$ cat config.mk
export PLATFORM = sky130hd
export DESIGN_NAME = control_fsm
export DESIGN_NICKNAME = d
export VERILOG_FILES = /design/src/rtl/control_fsm_pkg.sv /design/src/rtl/control_fsm_alu_decoder.sv /design/src/rtl/control_fsm.sv
export SDC_FILE = /design/constraint.sdc
export NUM_CORES = 1
export LEC_CHECK = 0
export ABC_AREA = 0
export CAP_MARGIN = 20
export CORE_MARGIN = 2
export CORE_UTILIZATION = 33
export DETAILED_ROUTE_END_ITERATION = 16
export PLACE_DENSITY = 0.91
export SYNTH_ARGS = -nofsm -noshare
export SYNTH_HDL_FRONTEND = slang
export SYNTH_HIERARCHICAL = 1
export SYNTH_SLANG_ARGS = --single-unit
$ cat constraint.sdc
create_clock -name control_fsm_clk -period 3.9 [get_ports control_fsm_clk]
set_clock_uncertainty 0.1 [all_clocks]
set_input_delay 0.78 -clock control_fsm_clk [delete_from_list [all_inputs] [get_ports control_fsm_clk]]
set_output_delay 0.78 -clock control_fsm_clk [all_outputs]
set_load 0.05 [all_outputs]
$ cat src/rtl/control_fsm_pkg.sv
// Shared definitions for the multi-cycle RV64 control unit: state encodings,
// ALU operation codes, opcode/funct3 constants, instruction classes and the
// opcode classifier.
package control_fsm_pkg;

  localparam int WORDSIZE         = 64;  // datapath width, no port depends on it
  localparam int INSTRUCTION_SIZE = 32;

  typedef enum logic [2:0] {
    ST_IDLE   = 3'd0,
    ST_FETCH  = 3'd1,
    ST_DECODE = 3'd2,
    ST_EXEC   = 3'd3,
    ST_MEM    = 3'd4,
    ST_WB     = 3'd5,
    ST_HALT   = 3'd6
  } state_t;

  typedef enum logic [3:0] {
    ALU_ADD  = 4'd0,
    ALU_SUB  = 4'd1,
    ALU_AND  = 4'd2,
    ALU_OR   = 4'd3,
    ALU_XOR  = 4'd4,
    ALU_SLL  = 4'd5,
    ALU_SRL  = 4'd6,
    ALU_SRA  = 4'd7,
    ALU_SLT  = 4'd8,
    ALU_SLTU = 4'd9
  } alu_op_t;

  typedef enum logic [2:0] {
    CLS_NONE,
    CLS_R,
    CLS_I,
    CLS_LOAD,
    CLS_STORE,
    CLS_BRANCH
  } instr_class_t;

  localparam logic [6:0] OP_R      = 7'b0110011;
  localparam logic [6:0] OP_I      = 7'b0010011;
  localparam logic [6:0] OP_LOAD   = 7'b0000011;
  localparam logic [6:0] OP_STORE  = 7'b0100011;
  localparam logic [6:0] OP_BRANCH = 7'b1100011;

  localparam logic [2:0] F3_BEQ = 3'b000;
  localparam logic [2:0] F3_BNE = 3'b001;

  function automatic instr_class_t classify(input logic [6:0] opcode);
    case (opcode)
      OP_R:      return CLS_R;
      OP_I:      return CLS_I;
      OP_LOAD:   return CLS_LOAD;
      OP_STORE:  return CLS_STORE;
      OP_BRANCH: return CLS_BRANCH;
      default:   return CLS_NONE;
    endcase
  endfunction

endpackage

$ cat src/rtl/control_fsm_alu_decoder.sv
// alu_decoder: combinational ALU operation decode.
// Ports:
//   instr_class - instruction class from the opcode classifier
//   funct3      - instr[14:12]
//   funct7_b5   - instr[30]; SUB/SRA select for R-type, SRA select for I-type
//   alu_op      - ALU operation code
module alu_decoder
  import control_fsm_pkg::*;
(
  input  instr_class_t instr_class,
  input  logic [2:0]   funct3,
  input  logic         funct7_b5,
  output logic [3:0]   alu_op
);

  always_comb begin
    alu_op = ALU_ADD;
    case (instr_class)
      CLS_R, CLS_I: begin
        case (funct3)
          3'b000: alu_op = (instr_class == CLS_R && funct7_b5) ? ALU_SUB : ALU_ADD;
          3'b001: alu_op = ALU_SLL;
          3'b010: alu_op = ALU_SLT;
          3'b011: alu_op = ALU_SLTU;
          3'b100: alu_op = ALU_XOR;
          3'b101: alu_op = funct7_b5 ? ALU_SRA : ALU_SRL;
          3'b110: alu_op = ALU_OR;
          default: alu_op = ALU_AND;
        endcase
      end
      CLS_BRANCH: alu_op = ALU_SUB;
      default:    alu_op = ALU_ADD;  // address generation for load/store
    endcase
  end

endmodule

$ cat src/rtl/control_fsm.sv
// control_fsm: multi-cycle control unit for the RV64 datapath.
// Ports:
//   control_fsm_clk/rst_n  - clock, async active-low reset
//   control_fsm_run        - keep executing (sampled in IDLE and at end of instr)
//   control_fsm_instr      - IR contents, valid from DECODE onward
//   control_fsm_alu_zero   - ALU result is zero (branch resolve)
//   control_fsm_dm_ready   - data memory finished the access this cycle
//   control_fsm_pc_we/pc_src/ir_we/rf_we/dm_re/dm_we/alu_src_b/wb_sel/alu_op
//                          - datapath control strobes and selects
//   control_fsm_state      - current state, debug
//   control_fsm_illegal    - sticky illegal opcode/branch flag
//
// state  | meaning
// IDLE   | stopped, waiting for run
// FETCH  | load IR
// DECODE | classify opcode
// EXEC   | ALU op; branches resolve here
// MEM    | data-memory access, waits for dm_ready
// WB     | register write-back, PC+4
// HALT   | illegal instruction, left only by reset
module control_fsm
  import control_fsm_pkg::*;
#(
  parameter int INSTRUCTION_SIZE = 32
) (
  input  logic                        control_fsm_clk,
  input  logic                        control_fsm_rst_n,
  input  logic                        control_fsm_run,
  input  logic [INSTRUCTION_SIZE-1:0] control_fsm_instr,
  input  logic                        control_fsm_alu_zero,
  input  logic                        control_fsm_dm_ready,
  output logic                        control_fsm_pc_we,
  output logic                        control_fsm_pc_src,
  output logic                        control_fsm_ir_we,
  output logic                        control_fsm_rf_we,
  output logic                        control_fsm_dm_re,
  output logic                        control_fsm_dm_we,
  output logic                        control_fsm_alu_src_b,
  output logic                        control_fsm_wb_sel,
  output logic [3:0]                  control_fsm_alu_op,
  output logic [2:0]                  control_fsm_state,
  output logic                        control_fsm_illegal
);

  state_t       state_q, state_d;
  instr_class_t cls;
  logic [2:0]   funct3;
  logic [3:0]   dec_op;
  state_t       end_state;
  logic         unused_instr_bits;

  assign cls    = classify(control_fsm_instr[6:0]);
  assign funct3 = control_fsm_instr[14:12];
  assign unused_instr_bits = ^{control_fsm_instr[INSTRUCTION_SIZE-1:31],
                               control_fsm_instr[29:15], control_fsm_instr[11:7]};

  alu_decoder u_alu_decoder (
    .instr_class (cls),
    .funct3      (funct3),
    .funct7_b5   (control_fsm_instr[30]),
    .alu_op      (dec_op)
  );

  assign end_state = control_fsm_run ? ST_FETCH : ST_IDLE;

  always_ff @(posedge control_fsm_clk or negedge control_fsm_rst_n) begin
    if (!control_fsm_rst_n) state_q <= ST_IDLE;
    else                    state_q <= state_d;
  end

  always_comb begin
    state_d               = state_q;
    control_fsm_pc_we     = 1'b0;
    control_fsm_pc_src    = 1'b0;
    control_fsm_ir_we     = 1'b0;
    control_fsm_rf_we     = 1'b0;
    control_fsm_dm_re     = 1'b0;
    control_fsm_dm_we     = 1'b0;
    control_fsm_alu_src_b = 1'b0;
    control_fsm_wb_sel    = 1'b0;
    control_fsm_alu_op    = ALU_ADD;
    case (state_q)
      ST_IDLE:   if (control_fsm_run) state_d = ST_FETCH;
      ST_FETCH: begin
        control_fsm_ir_we = 1'b1;
        state_d           = ST_DECODE;
      end
      ST_DECODE: state_d = (cls == CLS_NONE) ? ST_HALT : ST_EXEC;
      ST_EXEC: begin
        control_fsm_alu_op    = dec_op;
        control_fsm_alu_src_b = (cls != CLS_R) && (cls != CLS_BRANCH);
        case (cls)
          CLS_R, CLS_I:         state_d = ST_WB;
          CLS_LOAD, CLS_STORE:  state_d = ST_MEM;
          CLS_BRANCH: begin
            if (funct3 == F3_BEQ || funct3 == F3_BNE) begin
              control_fsm_pc_we  = 1'b1;
              control_fsm_pc_src = (funct3 == F3_BEQ) ? control_fsm_alu_zero
                                                      : ~control_fsm_alu_zero;
              state_d            = end_state;
            end else begin
              state_d = ST_HALT;
            end
          end
          default: state_d = ST_HALT;
        endcase
      end
      ST_MEM: begin
        control_fsm_alu_op    = dec_op;
        control_fsm_alu_src_b = 1'b1;
        control_fsm_dm_re     = (cls == CLS_LOAD);
        control_fsm_dm_we     = (cls == CLS_STORE);
        if (control_fsm_dm_ready) begin
          if (cls == CLS_LOAD) begin
            state_d = ST_WB;
          end else begin
            control_fsm_pc_we = 1'b1;
            state_d           = end_state;
          end
        end
      end
      ST_WB: begin
        control_fsm_alu_op    = dec_op;
        control_fsm_alu_src_b = (cls != CLS_R);
        control_fsm_rf_we     = 1'b1;
        control_fsm_pc_we     = 1'b1;
        control_fsm_wb_sel    = (cls == CLS_LOAD);
        state_d               = end_state;
      end
      ST_HALT: state_d = ST_HALT;
      default: state_d = ST_IDLE;
    endcase
  end

  assign control_fsm_state   = state_q;
  assign control_fsm_illegal = (state_q == ST_HALT);

endmodule
-- Word level (Yosys, flattened, before mapping)
Cells that the tools add are included.
Widths: inputs -> output; s select.
- word-level logic and storage cells: 67
- output and inout port bits: 16
- register bits after elaboration: 3
- bitwise gates (word level): 1
- multiplexer cells: 29
- reductions and logical operators: 10
- eq/ne operators: 26
- operators with widths (kind ; number):
    $pmux 4 s7 ; 1
    $eq 3x3->1 const B ; 8
    $pmux 3 s7 ; 1
    $eq 3x2->1 const B ; 6
    $mux 1 ; 16
    $mux 3 ; 5
    $pmux 3 s5 ; 1
    $eq 7x6->1 const B ; 2
    $eq 3x1->1 const B ; 3
    $logic_not 3->1 ; 3
    $pmux 3 s3 ; 1
    $pmux 4 s2 ; 1
    $eq 7x2->1 const B ; 1
    $eq 7x5->1 const B ; 1
    $eq 7x7->1 const B ; 1
    $pmux 1 s3 ; 2
    $mux 4 ; 1
    $ne 2x2->1 const B ; 2
    $reduce_or 2->1 ; 2
    $ne 3x1->1 const B ; 1
    $ne 3x3->1 const B ; 1
    $reduce_or 3->1 ; 1
    $logic_and 1x1->1 ; 2
    $reduce_and 2->1 ; 1
    other kinds (2) ; 2

-- Depth between registers and ports, before layout
- word-level depth: 8
- mapped depth: 8

-- By module
The synthesis kept the hierarchy.
- modules (own cells, without submodules) (module ; instances ; area each (sq um) ; seq. area each (sq um) ; cells each):
    control_fsm ; 1 ; 483.0 ; 75.1 ; 68
    alu_decoder ; 1 ; 100.1 ; 0.0 ; 14

-- Least setup slack after synthesis
OpenSTA, ideal clock, no wires.
- path type: input port to output port
- start point: in control_fsm_instr[2]
- end point: out control_fsm_dm_we
- cell stages on the path: 3
- path buffers: 1
- arrival: 2645 ps
- path slack: 375 ps
- cell sequence: nand4bb_1 buf_2 nor4_1
- longest elaborated chain between the ends: 4
- ends and longest elaborated chain (item ; RTL line ; text):
    from (decl) ; control_fsm.sv:29 ; input logic [INSTRUCTION_SIZE-1:0] control_fsm_instr,
    $eq 7x7->1, or another cell as far along ; control_fsm_pkg.sv:51 ; case (opcode)
    $pmux 3 s5 (*) ; control_fsm_pkg.sv:51 ;
    $eq 3x3->1 (*) ; control_fsm.sv:112 ; control_fsm_dm_we = (cls == CLS_STORE);
    $mux 1 (*) ; control_fsm.sv:82 ; case (state_q)
    to (decl) ; control_fsm.sv:37 ; output logic control_fsm_dm_we,
Every way passes the cells marked *; elsewhere a longest branch is shown, timed or not.

-- Worst setup path after layout
- start point: in control_fsm_instr[4]
- end point: out control_fsm_alu_op[3]
- longest elaborated chain between the ends: 6
- ends and longest elaborated chain (item ; RTL line ; text):
    $eq 7x7->1, or another cell as far along ; control_fsm_pkg.sv:51 ;
    $pmux 3 s5 (*) ; control_fsm_pkg.sv:51 ;
    via cls[0] ; control_fsm.sv:46 ; instr_class_t cls;
    $eq 3x2->1 / $eq 3x1->1 (equally long branches) ; control_fsm_alu_decoder.sv:18 ; case (instr_class)
    $reduce_or 2->1 ; control_fsm_alu_decoder.sv:18 ;
    $pmux 4 s2 (*) ; control_fsm_alu_decoder.sv:18 ;
    via dec_op[3] ; control_fsm.sv:48 ; logic [3:0] dec_op;
    $mux 4 (*) ; control_fsm.sv:82 ;
    to (decl) ; control_fsm.sv:40 ; output logic [3:0] control_fsm_alu_op,
Mark *: on every way through the listed nets, which the timed path passes. The rest lies on a longest branch.

==> flow_summary_export.csv <==
group,metric,value,unit
detailed_routing,wl_met2,867,µm
critical_path,cp_slowest_cell,"clkdlybuf4s50_1",
global_route,grt_pass1_vias,662,
sta,fin_setup_tns,0,ns
critical_path,worstPathCellList,"clkdlybuf4s50_1 > or3_1 > a21oi_1 > nand2b_4 > a21o_2 > nor3b_2 > and2_1 > buf_12",
critical_path,crit_path_start_kind,"input port",
cts,cts_hold_buffers,0,
detailed_routing,via_per_inst,5.65,
cells_and_area,most-common-layout-cells,"clkdlybuf4s50_1, nor2_1, nand2_1, buf_4",
min_path,hold_class,"reg2reg",
min_path,worstHoldPathCells,1,
cts,path_clk_slew,0.03,ns
detailed_routing,via_count,752,
sta,final_max_slew_viol_count,0,
logic_synthesis,ys_seq_area_share,12.9,%
pwr,power.density,523,nW/µm²
critical_path,end_kind,"output port",
status,status,"finished, final reports clean",
detailed_routing,antenna_left,0,
placement,gp_congestion,0.886,
detailed_routing,wl_per_cell,12.8,µm
pwr,peakVddDrop,241,µV
critical_path,path_class,"in2out",
global_route,grt_pass1_wl,2840,µm
cells_and_area,largest_reg_flops,3,
floorplan,start_util,34.5,%
sta,hold_viol,0,
global_route,grt_max_degree,12,
detailed_routing,first_pass_iters,5,
floorplan,die_w,46.0,µm
cts,cts_tree,"built",
detailed_routing,routed_wl,1710,µm
critical_path,required,3.02,ns
critical_path,worst-path-buf-inv,2,
cts,htreeDepth,1,
sta,clock.fmax,275,MHz
detailed_routing,drc,0,
sta,finalCriticalPeriod,3.63,ns
critical_path,cp.depth,8,
floorplan,fp.dieH,46.0,µm
cells_and_area,n_antenna_cell,0,
cells_and_area,mostFrequentLayoutCell,"clkdlybuf4s50_1",
logic_synthesis,yosys_most_used_dff,"dfrtp_1",
cts,cts.path.max_buffers,2,
logic_synthesis,syn_inst,82,
sta,worst_pin_slew,0.498,ns
logic_synthesis,syn_avg_cell_area,7.11,µm²
placement,port_buffers,31,
critical_path,r2r_cells,4,
sta,rsz0062_at_grt,"no",
logic_synthesis,async_reset_ff_share,100,%
run,drv_cap,0,
detailed_routing,drt_iter0_markers,30,
sta,setup_viol,0,
cells_and_area,drive_gt1_share,19.0,%
critical_path,cp_slowest_stage_delay,0.47,ns
cells_and_area,nets,154,
sta,maxSlewHeadroom,66.7,%
floorplan,core_area,1690,µm²
detailed_routing,m1WireLength,713,µm
placement,hpwl,1360,µm
logic_synthesis,yosys_register_bits,3,
cts,clk_latency,0.24,ns
critical_path,path_max_fanout,3,
global_route,grtUsageTotal,18.5,%
detailed_routing,routed.top_layer,"met4",
pwr,leakagePower,0.377,nW
detailed_routing,dr_wl_met3,90,µm
placement,placed_area,957,µm²
cts,cts_setup_buffers,0,
global_route,antenna_found_initial,0,
cts,cts_buffers,3,
logic_synthesis,synth_edf_count,0,
critical_path,worst_ep_arrival_time,2.75,ns
global_route,grt_overflow,0,
sta,period_share,93.2,%
cts,cts-root-buf,"clkbuf_4",
logic_synthesis,synthDistinctLibCells,40,
floorplan,io_pins,53,
cells_and_area,area_delta_synth_final,68.7,%
logic_synthesis,syn_nets,119,
logic_synthesis,ys_warn_count,6,
cells_and_area,final_area,983,µm²
critical_path,cp_top_family,"simple AND/OR/NAND/NOR gates",
logic_synthesis,synth_area,583,µm²
floorplan,dieArea,2120,µm²
cts,clock_sinks,3,
floorplan,rows,15,
cts,cts_repair_resize_count,0,
==> through the flow <==
| step | power, mW | hold slack (ns) | utilization [%] | setup WS, ns | cells |
|---|---|---|---|---|---|
| floorplan | 0.353 | 0.384 | - | 0.375 | 82 |
| global placement | 0.452 | 0.516 | 56.7 | 0.312 | 129 |
| CTS | 0.513 | 0.532 | 58.2 | 0.257 | 133 |
| detailed placement | 0.456 | 0.527 | 56.7 | 0.261 | 129 |
| global route | 0.547 | 0.589 | 58.2 | 0.154 | 133 |
| finish | 0.514 | 0.544 | 58.2 | 0.266 | 133 |
==> area by class of cell <==
cell class / instances / area [µm²]
Clock buffer: 4 / 26.3
Tap cell: 17 / 21.3
Multi-Input combinational cell: 71 / 467
Inverter: 3 / 11.3
Timing Repair Buffer: 35 / 383
Sequential cell: 3 / 75.1
Fill cell: 136 / 706
==> cells by family after synthesis <==
kind of cell,share of synthesized area (%)
and+or+nand+nor,47.0
AOI/OAI and AO/OA,28.3
buffers and inverters,7.08
DFF,12.9
xor gates and xnor gates,3.00
muxes,1.72
==> power by group <==
group	total, mW	switching (mW)	internal [mW]
logic	0.370	0.234	0.137
clock network	0.0573	0.0188	0.0385
registers	0.0865	0.0400	0.0465
total	0.514	0.293	0.222
==> path summary, 6_finish.rpt <==
kind | from | endpoint | slack (ns)
max in group asynchronous | control_fsm_rst_n | control_fsm_state[1]$_DFFE_PN0P_ | 2.90
min in group asynchronous | control_fsm_rst_n | control_fsm_state[2]$_DFFE_PN0P_ | 0.63
setup / recovery | control_fsm_instr[4] | control_fsm_alu_op[3] | 0.27
hold reg to reg | control_fsm_state[0]$_DFFE_PN0P_ | control_fsm_state[1]$_DFFE_PN0P_ | 0.54
setup reg to reg | control_fsm_state[2]$_DFFE_PN0P_ | control_fsm_state[0]$_DFFE_PN0P_ | 2.37
hold / removal | control_fsm_state[0]$_DFFE_PN0P_ | control_fsm_state[1]$_DFFE_PN0P_ | 0.54
==> synth_stat cells, drive strengths merged, types with 2 or more instances <==
master	instances	area (µm²)
nand4bb	2	22.5
and2	5	31.3
nand3	3	15.0
a31oi	2	12.5
nand3b	2	15.0
nor2	10	37.5
a21oi	4	20.0
dfrtp	3	75.1
buf	4	26.3
nor3	5	30.0
o21ai	5	25.0
xor2	2	17.5
inv	3	11.3
nand2b	4	32.5
nand2	8	32.5
==> layer usage <==
| layer | vias to the layer above | GRT usage, % |
|---|---|---|
| met1 | 344 | 23.8 |
| met5 | - | 0 |
| met2 | 36 | 29.4 |
| li1 | 367 | - |
| met3 | 5 | 2.38 |
| met4 | 0 | 10.3 |
Power figures use the tool's default switching activity.
